## config.mk

```make
export PLATFORM = sky130hd
export DESIGN_NAME = cascade_sequencer
export DESIGN_NICKNAME = d
export VERILOG_FILES = /design/src/rtl/cascade_sequencer.sv
export SDC_FILE = /design/constraint.sdc
export NUM_CORES = 1
export LEC_CHECK = 0
export CAP_MARGIN = 10
export CELL_PAD_IN_SITES_DETAIL_PLACEMENT = 1
export CELL_PAD_IN_SITES_GLOBAL_PLACEMENT = 2
export CORE_MARGIN = 2
export CORE_UTILIZATION = 32
export CTS_BUF_LIST = sky130_fd_sc_hd__clkbuf_8
export DETAILED_ROUTE_END_ITERATION = 6
export GPL_TIMING_DRIVEN = 1
export PLACE_DENSITY_LB_ADDON = 0.1
export SYNTH_ARGS = -nofsm -noshare
export SYNTH_HDL_FRONTEND = slang
export SYNTH_SLANG_ARGS = --single-unit
```

## constraint.sdc

```tcl
create_clock -name clk_i -period 3.94 [get_ports clk_i]
set_clock_uncertainty 0.2 [all_clocks]
set_input_delay 0.394 -clock clk_i [delete_from_list [all_inputs] [get_ports clk_i]]
set_output_delay 0.394 -clock clk_i [all_outputs]
set_load 0.01 [all_outputs]
```

## src/rtl/cascade_sequencer.sv

```systemverilog
// Cascade stage sequencer: walks the stage ROM, streams feature indices to the
// feature fetcher and turns classifier stage verdicts into a window result.
module cascade_sequencer #(
    parameter int NUM_STAGES = 22,
    parameter int FEAT_W     = 12,
    parameter int SA_W       = $clog2(NUM_STAGES)
) (
    input  logic              clk_i,
    input  logic              rst_ni,
    input  logic              start_i,
    input  logic              abort_i,
    output logic              busy_o,
    output logic              done_o,
    output logic              face_o,
    output logic              err_o,
    output logic [SA_W-1:0]   stage_addr_o,
    output logic              stage_rd_o,
    input  logic              stage_rdata_val_i,
    input  logic [FEAT_W-1:0] stage_feat_cnt_i,
    input  logic [31:0]       stage_threshold_i,
    output logic [FEAT_W-1:0] feat_idx_o,
    output logic              feat_val_o,
    input  logic              feat_rdy_i,
    output logic              cls_start_o,
    output logic [31:0]       stage_threshold_o,
    output logic              stage_threshold_val_o,
    output logic              stage_last_o,
    input  logic              cls_next_stage_i,
    input  logic              cls_done_i,
    input  logic              cls_result_i
);

    typedef enum logic [2:0] {
        S_IDLE,
        S_LOAD,
        S_WAITROM,
        S_ISSUE,
        S_VERDICT
    } state_t;

    localparam logic [SA_W-1:0] LAST_IDX = SA_W'(NUM_STAGES - 1);

    state_t              state_q, state_d;
    logic [SA_W-1:0]     stage_idx_q, stage_idx_d;
    logic [FEAT_W-1:0]   feat_base_q, feat_base_d;
    logic [FEAT_W-1:0]   feat_off_q, feat_off_d;
    logic [FEAT_W-1:0]   feat_cnt_q, feat_cnt_d;
    logic [FEAT_W-1:0]   feat_idx_q, feat_idx_d;
    logic [31:0]         threshold_q, threshold_d;
    logic                busy_q, busy_d;
    logic                done_q, done_d;
    logic                face_q, face_d;
    logic                err_q, err_d;
    logic                stage_rd_q, stage_rd_d;
    logic                feat_val_q, feat_val_d;
    logic                cls_start_q, cls_start_d;
    logic                thr_val_q, thr_val_d;
    logic                stage_last_q, stage_last_d;
    logic [SA_W-1:0]     next_idx;

    // NOTE: every _d gets its _q (or a strobe default) first, so no path
    // through the case statement leaves a variable unassigned and no latch forms.
    always_comb begin
        state_d      = state_q;
        stage_idx_d  = stage_idx_q;
        feat_base_d  = feat_base_q;
        feat_off_d   = feat_off_q;
        feat_cnt_d   = feat_cnt_q;
        feat_idx_d   = feat_idx_q;
        threshold_d  = threshold_q;
        busy_d       = busy_q;
        face_d       = face_q;
        err_d        = err_q;
        feat_val_d   = feat_val_q;
        stage_last_d = stage_last_q;
        done_d       = 1'b0;
        stage_rd_d   = 1'b0;
        cls_start_d  = 1'b0;
        thr_val_d    = 1'b0;
        next_idx     = stage_idx_q + SA_W'(1);

        // Classifier verdicts are only meaningful once all features are issued.
        if ((state_q == S_LOAD || state_q == S_WAITROM || state_q == S_ISSUE) &&
            (cls_next_stage_i || cls_done_i)) begin
            err_d = 1'b1;
        end

        case (state_q)
            S_IDLE: begin
                if (start_i) begin
                    stage_idx_d  = '0;
                    feat_base_d  = '0;
                    feat_off_d   = '0;
                    err_d        = 1'b0;
                    face_d       = 1'b0;
                    cls_start_d  = 1'b1;
                    stage_rd_d   = 1'b1;
                    stage_last_d = (LAST_IDX == '0);
                    busy_d       = 1'b1;
                    state_d      = S_LOAD;
                end
            end
            S_LOAD: begin
                state_d = S_WAITROM;
            end
            S_WAITROM: begin
                if (stage_rdata_val_i) begin
                    feat_cnt_d  = stage_feat_cnt_i;
                    threshold_d = stage_threshold_i;
                    thr_val_d   = 1'b1;
                    if (stage_feat_cnt_i != '0) begin
                        feat_val_d = 1'b1;
                        feat_idx_d = feat_base_q;
                        state_d    = S_ISSUE;
                    end else begin
                        state_d = S_VERDICT;
                    end
                end
            end
            S_ISSUE: begin
                if (feat_rdy_i) begin
                    if (feat_off_q == feat_cnt_q - FEAT_W'(1)) begin
                        feat_val_d = 1'b0;
                        state_d    = S_VERDICT;
                    end else begin
                        feat_off_d = feat_off_q + FEAT_W'(1);
                        feat_idx_d = feat_base_q + feat_off_q + FEAT_W'(1);
                    end
                end
            end
            S_VERDICT: begin
                if (cls_done_i) begin
                    done_d       = 1'b1;
                    face_d       = stage_last_q & ~cls_result_i;
                    stage_last_d = 1'b0;
                    busy_d       = 1'b0;
                    state_d      = S_IDLE;
                end else if (cls_next_stage_i) begin
                    feat_base_d  = feat_base_q + feat_cnt_q;
                    stage_idx_d  = next_idx;
                    feat_off_d   = '0;
                    stage_rd_d   = 1'b1;
                    stage_last_d = (next_idx == LAST_IDX);
                    state_d      = S_LOAD;
                end
            end
            default: begin
                state_d = S_IDLE;
                busy_d  = 1'b0;
            end
        endcase

        // Abort wins over everything decided above, including a new error.
        if (abort_i) begin
            state_d      = S_IDLE;
            busy_d       = 1'b0;
            err_d        = err_q;
            face_d       = face_q;
            done_d       = 1'b0;
            stage_rd_d   = 1'b0;
            feat_val_d   = 1'b0;
            cls_start_d  = 1'b0;
            thr_val_d    = 1'b0;
            stage_last_d = 1'b0;
        end
    end

    // NOTE: state is updated with non-blocking assignments only, so every flop
    // samples the values computed from the previous cycle regardless of order.
    always_ff @(posedge clk_i or negedge rst_ni) begin
        if (!rst_ni) begin
            state_q      <= S_IDLE;
            stage_idx_q  <= '0;
            feat_base_q  <= '0;
            feat_off_q   <= '0;
            feat_cnt_q   <= '0;
            feat_idx_q   <= '0;
            threshold_q  <= '0;
            busy_q       <= 1'b0;
            done_q       <= 1'b0;
            face_q       <= 1'b0;
            err_q        <= 1'b0;
            stage_rd_q   <= 1'b0;
            feat_val_q   <= 1'b0;
            cls_start_q  <= 1'b0;
            thr_val_q    <= 1'b0;
            stage_last_q <= 1'b0;
        end else begin
            state_q      <= state_d;
            stage_idx_q  <= stage_idx_d;
            feat_base_q  <= feat_base_d;
            feat_off_q   <= feat_off_d;
            feat_cnt_q   <= feat_cnt_d;
            feat_idx_q   <= feat_idx_d;
            threshold_q  <= threshold_d;
            busy_q       <= busy_d;
            done_q       <= done_d;
            face_q       <= face_d;
            err_q        <= err_d;
            stage_rd_q   <= stage_rd_d;
            feat_val_q   <= feat_val_d;
            cls_start_q  <= cls_start_d;
            thr_val_q    <= thr_val_d;
            stage_last_q <= stage_last_d;
        end
    end

    assign busy_o                = busy_q;
    assign done_o                = done_q;
    assign face_o                = face_q;
    assign err_o                 = err_q;
    assign stage_addr_o          = stage_idx_q;
    assign stage_rd_o            = stage_rd_q;
    assign feat_idx_o            = feat_idx_q;
    assign feat_val_o            = feat_val_q;
    assign cls_start_o           = cls_start_q;
    assign stage_threshold_o     = threshold_q;
    assign stage_threshold_val_o = thr_val_q;
    assign stage_last_o          = stage_last_q;

endmodule

```

=== Word-level counts from Yosys, hierarchy flattened ===
Cells that the tools add are included.

* Add/sub/neg operators: 6
* Equality and inequality tests: 22
* Multiplexer cells: 60
* Bitwise gates (word level): 3
* Reductions and logical operators: 21

{| class="wikitable"
|+ Operator list
! operator !! count
|-
| 2-to-1 mux 12 bit || 11
|-
| case mux 12 bit (2 select lines) || 2
|-
| case mux 12 bit (3 select lines) || 1
|-
| 2-to-1 mux 1 bit || 28
|-
| adder 12 x 1 -> 12 bit, second input constant || 2
|-
| adder 12 bit || 2
|-
| 2-to-1 mux 3 bit || 8
|-
| 2-to-1 mux 5 bit || 3
|-
| case mux 3 bit (5 select lines) || 1
|-
| AND reduction 5 bit || 3
|-
| inequality test 2 bit, second input constant || 7
|-
| == test 12 bit || 1
|-
| inequality test 3 bit, second input constant || 4
|-
| nonzero test 12 bit || 1
|-
| subtractor 12 x 1 -> 12 bit, second input constant || 1
|-
| case mux 5 bit (2 select lines) || 1
|-
| nonzero test 3 bit || 3
|-
| case mux 1 bit (2 select lines) || 4
|-
| AND reduction 4 bit || 2
|-
| == test 3 x 2 -> 1 bit, second input constant || 2
|-
| inequality test 3 x 2 -> 1 bit, second input constant || 2
|-
| AND reduction 3 bit || 2
|-
| AND reduction 6 bit || 1
|-
| adder 5 x 1 -> 5 bit, second input constant || 1
|-
| other kinds (14) || 19
|}

* Bits in registers: 97
* Logic and storage cells: 128

=== Logic depth before layout (Yosys ltp) ===
Gate-level depths: netlist of run 1.

* Depth in word-level cells: 7
* Gate-level depth with buffers: 11
* Depth with buffers taken out: 11

=== Worst setup path before layout of run 1 ===
No wires, ideal clock.

* Path kind: flip-flop to flip-flop
* Start: register feat_cnt_q[1]
* End: register feat_idx_q[10] (netlist: feat_idx_o[10])
* Library setup time: 125 ps
* Data arrival time: 2836 ps
* Required time: 3615 ps
* Setup slack: 779 ps
* Cell stages (with the launch flop): 10
* Period minus slack after synthesis: 3161 ps
* Cells stage by stage: dfrtp_1 -> or3_1 -> buf_2 -> or4_4 -> mux2i_1 -> o211ai_2 -> o41ai_4 -> o22ai_2 -> buf_6 -> mux2_4

* Longest elaborated chain between the ends: 4

{| class="wikitable"
|+ Ends and longest elaborated chain
! element !! line !! text
|-
| start: declaration || 47 || <nowiki>logic [FEAT_W-1:0] feat_cnt_q, feat_cnt_d;</nowiki>
|-
| start signal: assignment || 193 || <nowiki>feat_cnt_q <= feat_cnt_d;</nowiki>
|-
| subtractor 12 x 1 -> 12 bit || 122 || <nowiki>if (feat_off_q == feat_cnt_q - FEAT_W'(1)) begin</nowiki>
|-
| == test 12 bit || 122 ||
|-
| inequality test 2 bit (no source line) || -- ||
|-
| AND reduction 5 bit (no source line) || -- ||
|-
| end signal: assignment || 194 || <nowiki>feat_idx_q <= feat_idx_d;</nowiki>
|-
| end: declaration || 48 || <nowiki>logic [FEAT_W-1:0] feat_idx_q, feat_idx_d;</nowiki>
|}

Every way passes these cells.
A chain may end at the register's enable or synchronous reset.

=== Worst setup path in the final report of run 1 ===
* Start: register feat_cnt_q[1]
* End: register feat_idx_q[9] (netlist: feat_idx_o[9])

The elaborated chain is that of the path after synthesis.

==> impl_metrics.json, run 1 <==
{
  "grt_use_total_pct": 19.15,
  "leakage_nw": 3.288,
  "synth_cells": 641,
  "grt_pass1_wl_mm": 27.86,
  "power.density_mw_per_mm2": 433.7,
  "async_flop_share_pct": 100.0,
  "finalSetupTns_ns": 0,
  "ys_ff_latch": 97,
  "ys.flop_type": "dfrtp_1",
  "coreArea_sq_mm": 0.01724,
  "slew_headroom_pct": 45.36,
  "htreeDepth": 3,
  "vias": 5003,
  "slowest_delay_ns": 0.54,
  "ys_types": 60,
  "ctsResizeCount": 0,
  "drc": 0,
  "post-cts-setup-buffers": 0,
  "ios": 111,
  "rr_startpoint": "feat_cnt_q[1]",
  "clock_path_buffers": 2,
  "dp_hpwl_mm": 12.83,
  "placed_area_sq_mm": 0.006990,
  "die_height_um": 136.6,
  "hold_viol_final": 0,
  "cap_viol_max_count": 0,
  "crit_required_ns": 4.02,
  "grt_pass1_vias": 5211,
  "vias_per_cell": 5.105,
  "critPathKind": "reg -> reg",
  "ys_warn_count": 0,
  "start_util_pct": 32.65,
  "first_pass_iters": 4,
  "status": "finished clean",
  "min_from": "stage_threshold_o[3]",
  "floorplan.die_area_sq_mm": 0.01866,
  "cts_root_buffer": "clkbuf_8",
  "period_share_pct": 83.44,
  "gp_congestion": 0.8383,
  "drive_gt1_share_pct": 6.358,
  "io_buffers": 110,
  "fmax_ghz": 0.3042,
  "critPathMaxFanout": 12,
  "diodes": 0,
  "clock_latency_ns": 0.40,
  "mostFrequentLayoutCells": "nand2_1, clkdlybuf4s50_1, dfrtp_1",
  "synthToLayoutAreaGrowth_pct": 27.35,
  "placementRows": 48,
  "grt_overflow": 0,
  "crit_path_end_kind": "flop",
  "period_needed_ns": 3.287,
  "final-setup-viol-count": 0,
  "postRouteAntennaNets": 0,
  "syn_area_sq_mm": 0.005628,
  "ir_drop_uv": 222.9,
  "slew_violations": 0,
  "first_iter_violations": 145,
  "num-nets-final": 832,
  "crit_path_start_kind": "flop",
  "numCtsBuffers": 9,
  "postCtsHoldBufs": 1,
  "die_x_um": 136.6,
  "slowest_stage": "or4_4",
  "grt_max_degree": 61,
  "cts_tree": "built",
  "wirelength_mm": 16.96,
  "path_cells": "or3_1 -> or4_4 -> mux2i_1 -> o211ai_2 -> o41ai_4 -> o22ai_2 -> buf_4 -> mux2_4",
  "synth_nets": 722,
  "final_common_cell": "nand2_1",
  "worst_pin_slew_ns": 0.8197,
  "path_clk_slew_ns": 0.10,
  "synth_edf_count": 0,
  "antenna_found_initial": 0,
  "hold_path_class": "reg -> reg",
  "yosysSeqAreaShare_pct": 43.13,
  "final_area_sq_mm": 0.007167,
  "clkSinkCount": 97,
  "crit_start": "feat_cnt_q[1]",
  "wl_per_cell_um": 17.31,
  "synth_area_per_cell_sq_um": 8.780,
  "rsz0062_at_grt": "no",
  "regToRegSetupSlack_ns": 0.65,
  "arrival_ns": 3.37
}
## through the flow
stage | worst slack, ns | total power [mW] | utilization [%] | std cells | hold slack [ns]
CTS | 0.6323 | 3.154 | 41.58 | 980 | 0.2853
floorplan | 0.7792 | 1.956 | - | 641 | -0.1016
finish | 0.6526 | 3.108 | 41.58 | 980 | 0.2806
detailed placement | 0.6522 | 2.519 | 40.56 | 964 | 0.2627
global placement | 0.7283 | 2.477 | 40.56 | 964 | 0.2583
global route | 0.4818 | 3.338 | 41.58 | 980 | 0.3046
## flip-flops by register name (all words and copies together), names as in the netlist
name and count:
err_o 1, done_o 1, feat_val_o 1, feat_off_q 12, stage_threshold_val_o 1, stage_threshold_o 32, cls_start_o 1, stage_last_o 1
face_o 1, feat_idx_o 12, stage_rd_o 1, feat_cnt_q 12, feat_base_q 12, busy_o 1, state_q 3, stage_addr_o 5
## power by group
part           internal, mW  switching (mW)
registers              1.19           0.181
logic                 0.551           0.568
clock network         0.230           0.390
## layout make-up
cell class	count	area [sq um]
well taps	225	281.5
flip-flops and latches	97	2427
repair buffers	121	1184
multi-input cells	501	3029
inverters	21	78.83
clock buffers	9	123.9
fillers	1997	10070
clock inverters	6	42.54
## routing by layer
metal	track usage [%]	part of all wire [%]	vias to the layer above
met5	0	0	-
met4	5.556	1.3	0
met3	4.963	5.3	13
met2	31.47	47	90
met1	24.80	46	2459
li1	-	-	2441
## worst max-delay path: cells and delay by family (launching register included)
kind                   cells  cell delay, ns
AOI/OAI and AO/OA          3            0.70
buffers and inverters      1            0.25
DFF                        1            0.43
muxes                      2            0.58
and+or+nand+nor            2            1.03
## cells in the mapped netlist, types with 3 or more instances
cell type	number	share of area [%]
mux2i_1	6	1.1
mux2_4	10	2.7
a21o_1	6	0.80
and2_1	3	0.33
xor2_1	16	2.5
a211o_1	3	0.47
a21oi_1	25	2.2
inv_1	21	1.4
or3_1	6	0.67
o211ai_1	3	0.40
a211oi_1	5	0.67
a31oi_1	5	0.56
nand2b_1	8	0.89
xnor2_1	13	2.0
nand3_1	14	1.2
nor3_1	8	0.71
mux2_2	3	0.60
or2_2	5	0.56
o21ai_0	42	3.7
nor2_1	24	1.6
buf_1	3	0.20
dfrtp_1	97	43
nor4_1	8	0.89
ha_1	26	5.8
clkbuf_1	16	1.1
and3_1	7	0.78
or4_1	6	0.80
nand4_1	6	0.67
o31ai_1	11	1.5
nor2b_1	6	0.67
nor3b_1	3	0.40
nand2_1	190	13
## cells by family (layout without fill, tap and decap cells)
family | count (synthesis) | in the layout | share of synthesized area (%)
mux | 19 | 19 | 4.335
fa+ha+maj | 28 | 28 | 6.492
xor+xnor | 29 | 29 | 4.513
flops | 97 | 97 | 43.13
buf+inv | 43 | 157 | 3.046
compound gates | 123 | 123 | 14.36
simple gates | 302 | 302 | 24.12
## worst paths after layout
kind / depth (start not counted) / endpoint
max in group asynchronous: 3 / stage_threshold_o[5]
min in group asynchronous: 2 / stage_addr_o[3]
setup reg to reg: 8 / feat_idx_o[9]
setup / recovery: 8 / feat_idx_o[9]
hold reg to reg: 2 / stage_threshold_o[3]
hold / removal: 2 / stage_threshold_o[3]
(Power assumes the default switching activity.)
==> run 2, diff against run 1 <==
clock period = 3.2 ns   (was 3.94 ns; I/O delays follow)
==> run 2 against run 1 <==
Routed wire length up 1.9%. Final cell count up 1.6%. Global-route usage up 0.34 points. Worst setup slack worse by 0.50 ns. First-iteration DRC count down 2.8%. Design area up 2.1%. Count of clock-buffer cells in the layout unchanged. Maximum frequency up 7.9%. Largest cell class unchanged. Largest power group unchanged. Highest routed layer unchanged.
==> impl_metrics.json, run 2 (synthesis results as in run 1) <==
{
  "floorplan.die_area_sq_mm": 0.01866,
  "crit_path_end_kind": "flop",
  "start_util_pct": 32.65,
  "fillCellCount": 2026,
  "grt_max_degree": 63,
  "leakage_nw": 3.358,
  "multiInputGateArea_sq_mm": 0.003047,
  "slowest_delay_ns": 0.53,
  "slew_headroom_pct": 43.62,
  "worst_pin_slew_ns": 0.8457,
  "critPathKind": "reg -> reg",
  "ir_drop_uv": 242.0,
  "path_clk_slew_ns": 0.11,
  "period_needed_ns": 3.047,
  "mostFrequentLayoutCells": "nand2_1, clkdlybuf4s50_1, dfrtp_1",
  "slew_violations": 0,
  "cts_tree": "built",
  "wl_per_cell_um": 17.36,
  "largest_register_ffs": 32,
  "clock_path_buffers": 2,
  "critPathMaxFanout": 12,
  "grt_overflow": 0,
  "dp_hpwl_mm": 13.04,
  "crit_path_start_kind": "flop",
  "first_pass_iters": 4,
  "wirelength_mm": 17.29,
  "power.density_mw_per_mm2": 538.6,
  "final-setup-viol-count": 0,
  "grt_use_total_pct": 19.49,
  "grt_pass1_wl_mm": 28.08,
  "drc": 0,
  "path_cells": "or3_1 -> or4_4 -> mux2i_2 -> o211ai_2 -> o41ai_4 -> o22ai_2 -> buf_12 -> mux2_4",
  "layoutNonFillerInstCount": 996,
  "coreArea_sq_mm": 0.01724,
  "slowest_stage": "or4_4",
  "die_x_um": 136.6,
  "htreeDepth": 3,
  "placed_cells": 978,
  "finalPower_mw": 3.940,
  "io_buffers": 110,
  "vias": 5072,
  "status": "finished clean",
  "numCtsBuffers": 9,
  "regArea_sq_mm": 0.002427,
  "fmax_ghz": 0.3282,
  "drive_gt1_share_pct": 8.820,
  "synthToLayoutAreaGrowth_pct": 29.97,
  "cts_root_buffer": "clkbuf_8",
  "hold_path_class": "in -> reg",
  "antenna_found_initial": 0,
  "hold_viol_final": 0,
  "first_iter_violations": 141,
  "finalSetupTns_ns": 0,
  "clkSinkCount": 97,
  "placementRows": 48,
  "num-nets-final": 847,
  "die_height_um": 136.6,
  "gp_congestion": 0.8302,
  "diodes": 0,
  "grt_pass1_vias": 5387,
  "clock_latency_ns": 0.39,
  "vias_per_cell": 5.092,
  "period_share_pct": 95.21,
  "crit_required_ns": 3.28,
  "rsz0062_at_grt": "no",
  "final_common_cell": "nand2_1",
  "postRouteAntennaNets": 0,
  "ios": 111,
  "cap_viol_max_count": 0,
  "arrival_ns": 3.13
}
## run 2: cell types whose count changed in the layout (fill, tap and decap cells not counted), sizes merged
cell / previous run / this run
buf: 11 / 26
clkinv: 1 / 4
inv: 25 / 23
## run 2: per-layer routing
layer	track usage, %	vias up	part of all wire, %
li1	-	2466	-
met1	24.49	2472	45
met2	31.94	106	47
met3	4.481	28	4.8
met4	8.565	0	2.8
met5	0	-	0
## run 2: repair_timing
action                                 CTS  global route
buffers inserted                         0             1
setup endpoints to repair                0            14
endpoints found under the hold margin   60             0
hold buffers                             1             0
gates resized for setup                  0             5
## run 2: critical path: cells and delay by family (launching register included)
family,cells,cell delay (ns)
AO/OA/AOI/OAI,3,0.68
buffers and inverters,1,0.18
flip-flops,1,0.40
multiplexers,2,0.53
AND/OR/NAND/NOR,2,0.94
## run 2: power breakdown
part / leakage [nW] / internal, mW / switching (mW)
Clock: 0.0908 / 0.283 / 0.477
Sequential: 1.28 / 1.46 / 0.163
Combinational: 1.98 / 0.755 / 0.799
## run 2: worst paths after layout
kind                                       startpoint                    end  slack (ns)  cells past startpoint
worst max-delay path                    feat_cnt_q[1]         feat_idx_o[11]        0.15                      8
worst min-delay path            stage_threshold_i[12]  stage_threshold_o[12]        0.24                      3
worst max register to register          feat_cnt_q[1]         feat_idx_o[11]        0.15                      8
worst min register to register   stage_threshold_o[7]   stage_threshold_o[7]        0.28                      2
max in group asynchronous                      rst_ni                 face_o        1.64                      3
min in group asynchronous                      rst_ni             state_q[0]        0.37                      2
## run 2: layout make-up
cell class | count | share of cell area, %
repair buffers | 136 | 17.89
inverters | 21 | 1.078
clock buffers | 9 | 1.693
well taps | 225 | 3.849
multi-input cells | 501 | 41.65
flip-flops and latches | 97 | 33.19
clock inverters | 7 | 0.6500
## run 2: through the flow
step	utilization, %	cell area (sq um)	hold WS (ns)	worst slack, ns
after floorplan	-	5628	-0.1756	0.03921
after global placement	41.24	7108	0.2572	0.1793
after detailed placement	41.24	7108	0.2609	0.1117
after CTS	42.29	7289	0.2198	0.08680
after global routing	42.44	7315	0.2266	0.02195
final	42.44	7315	0.2363	0.1534
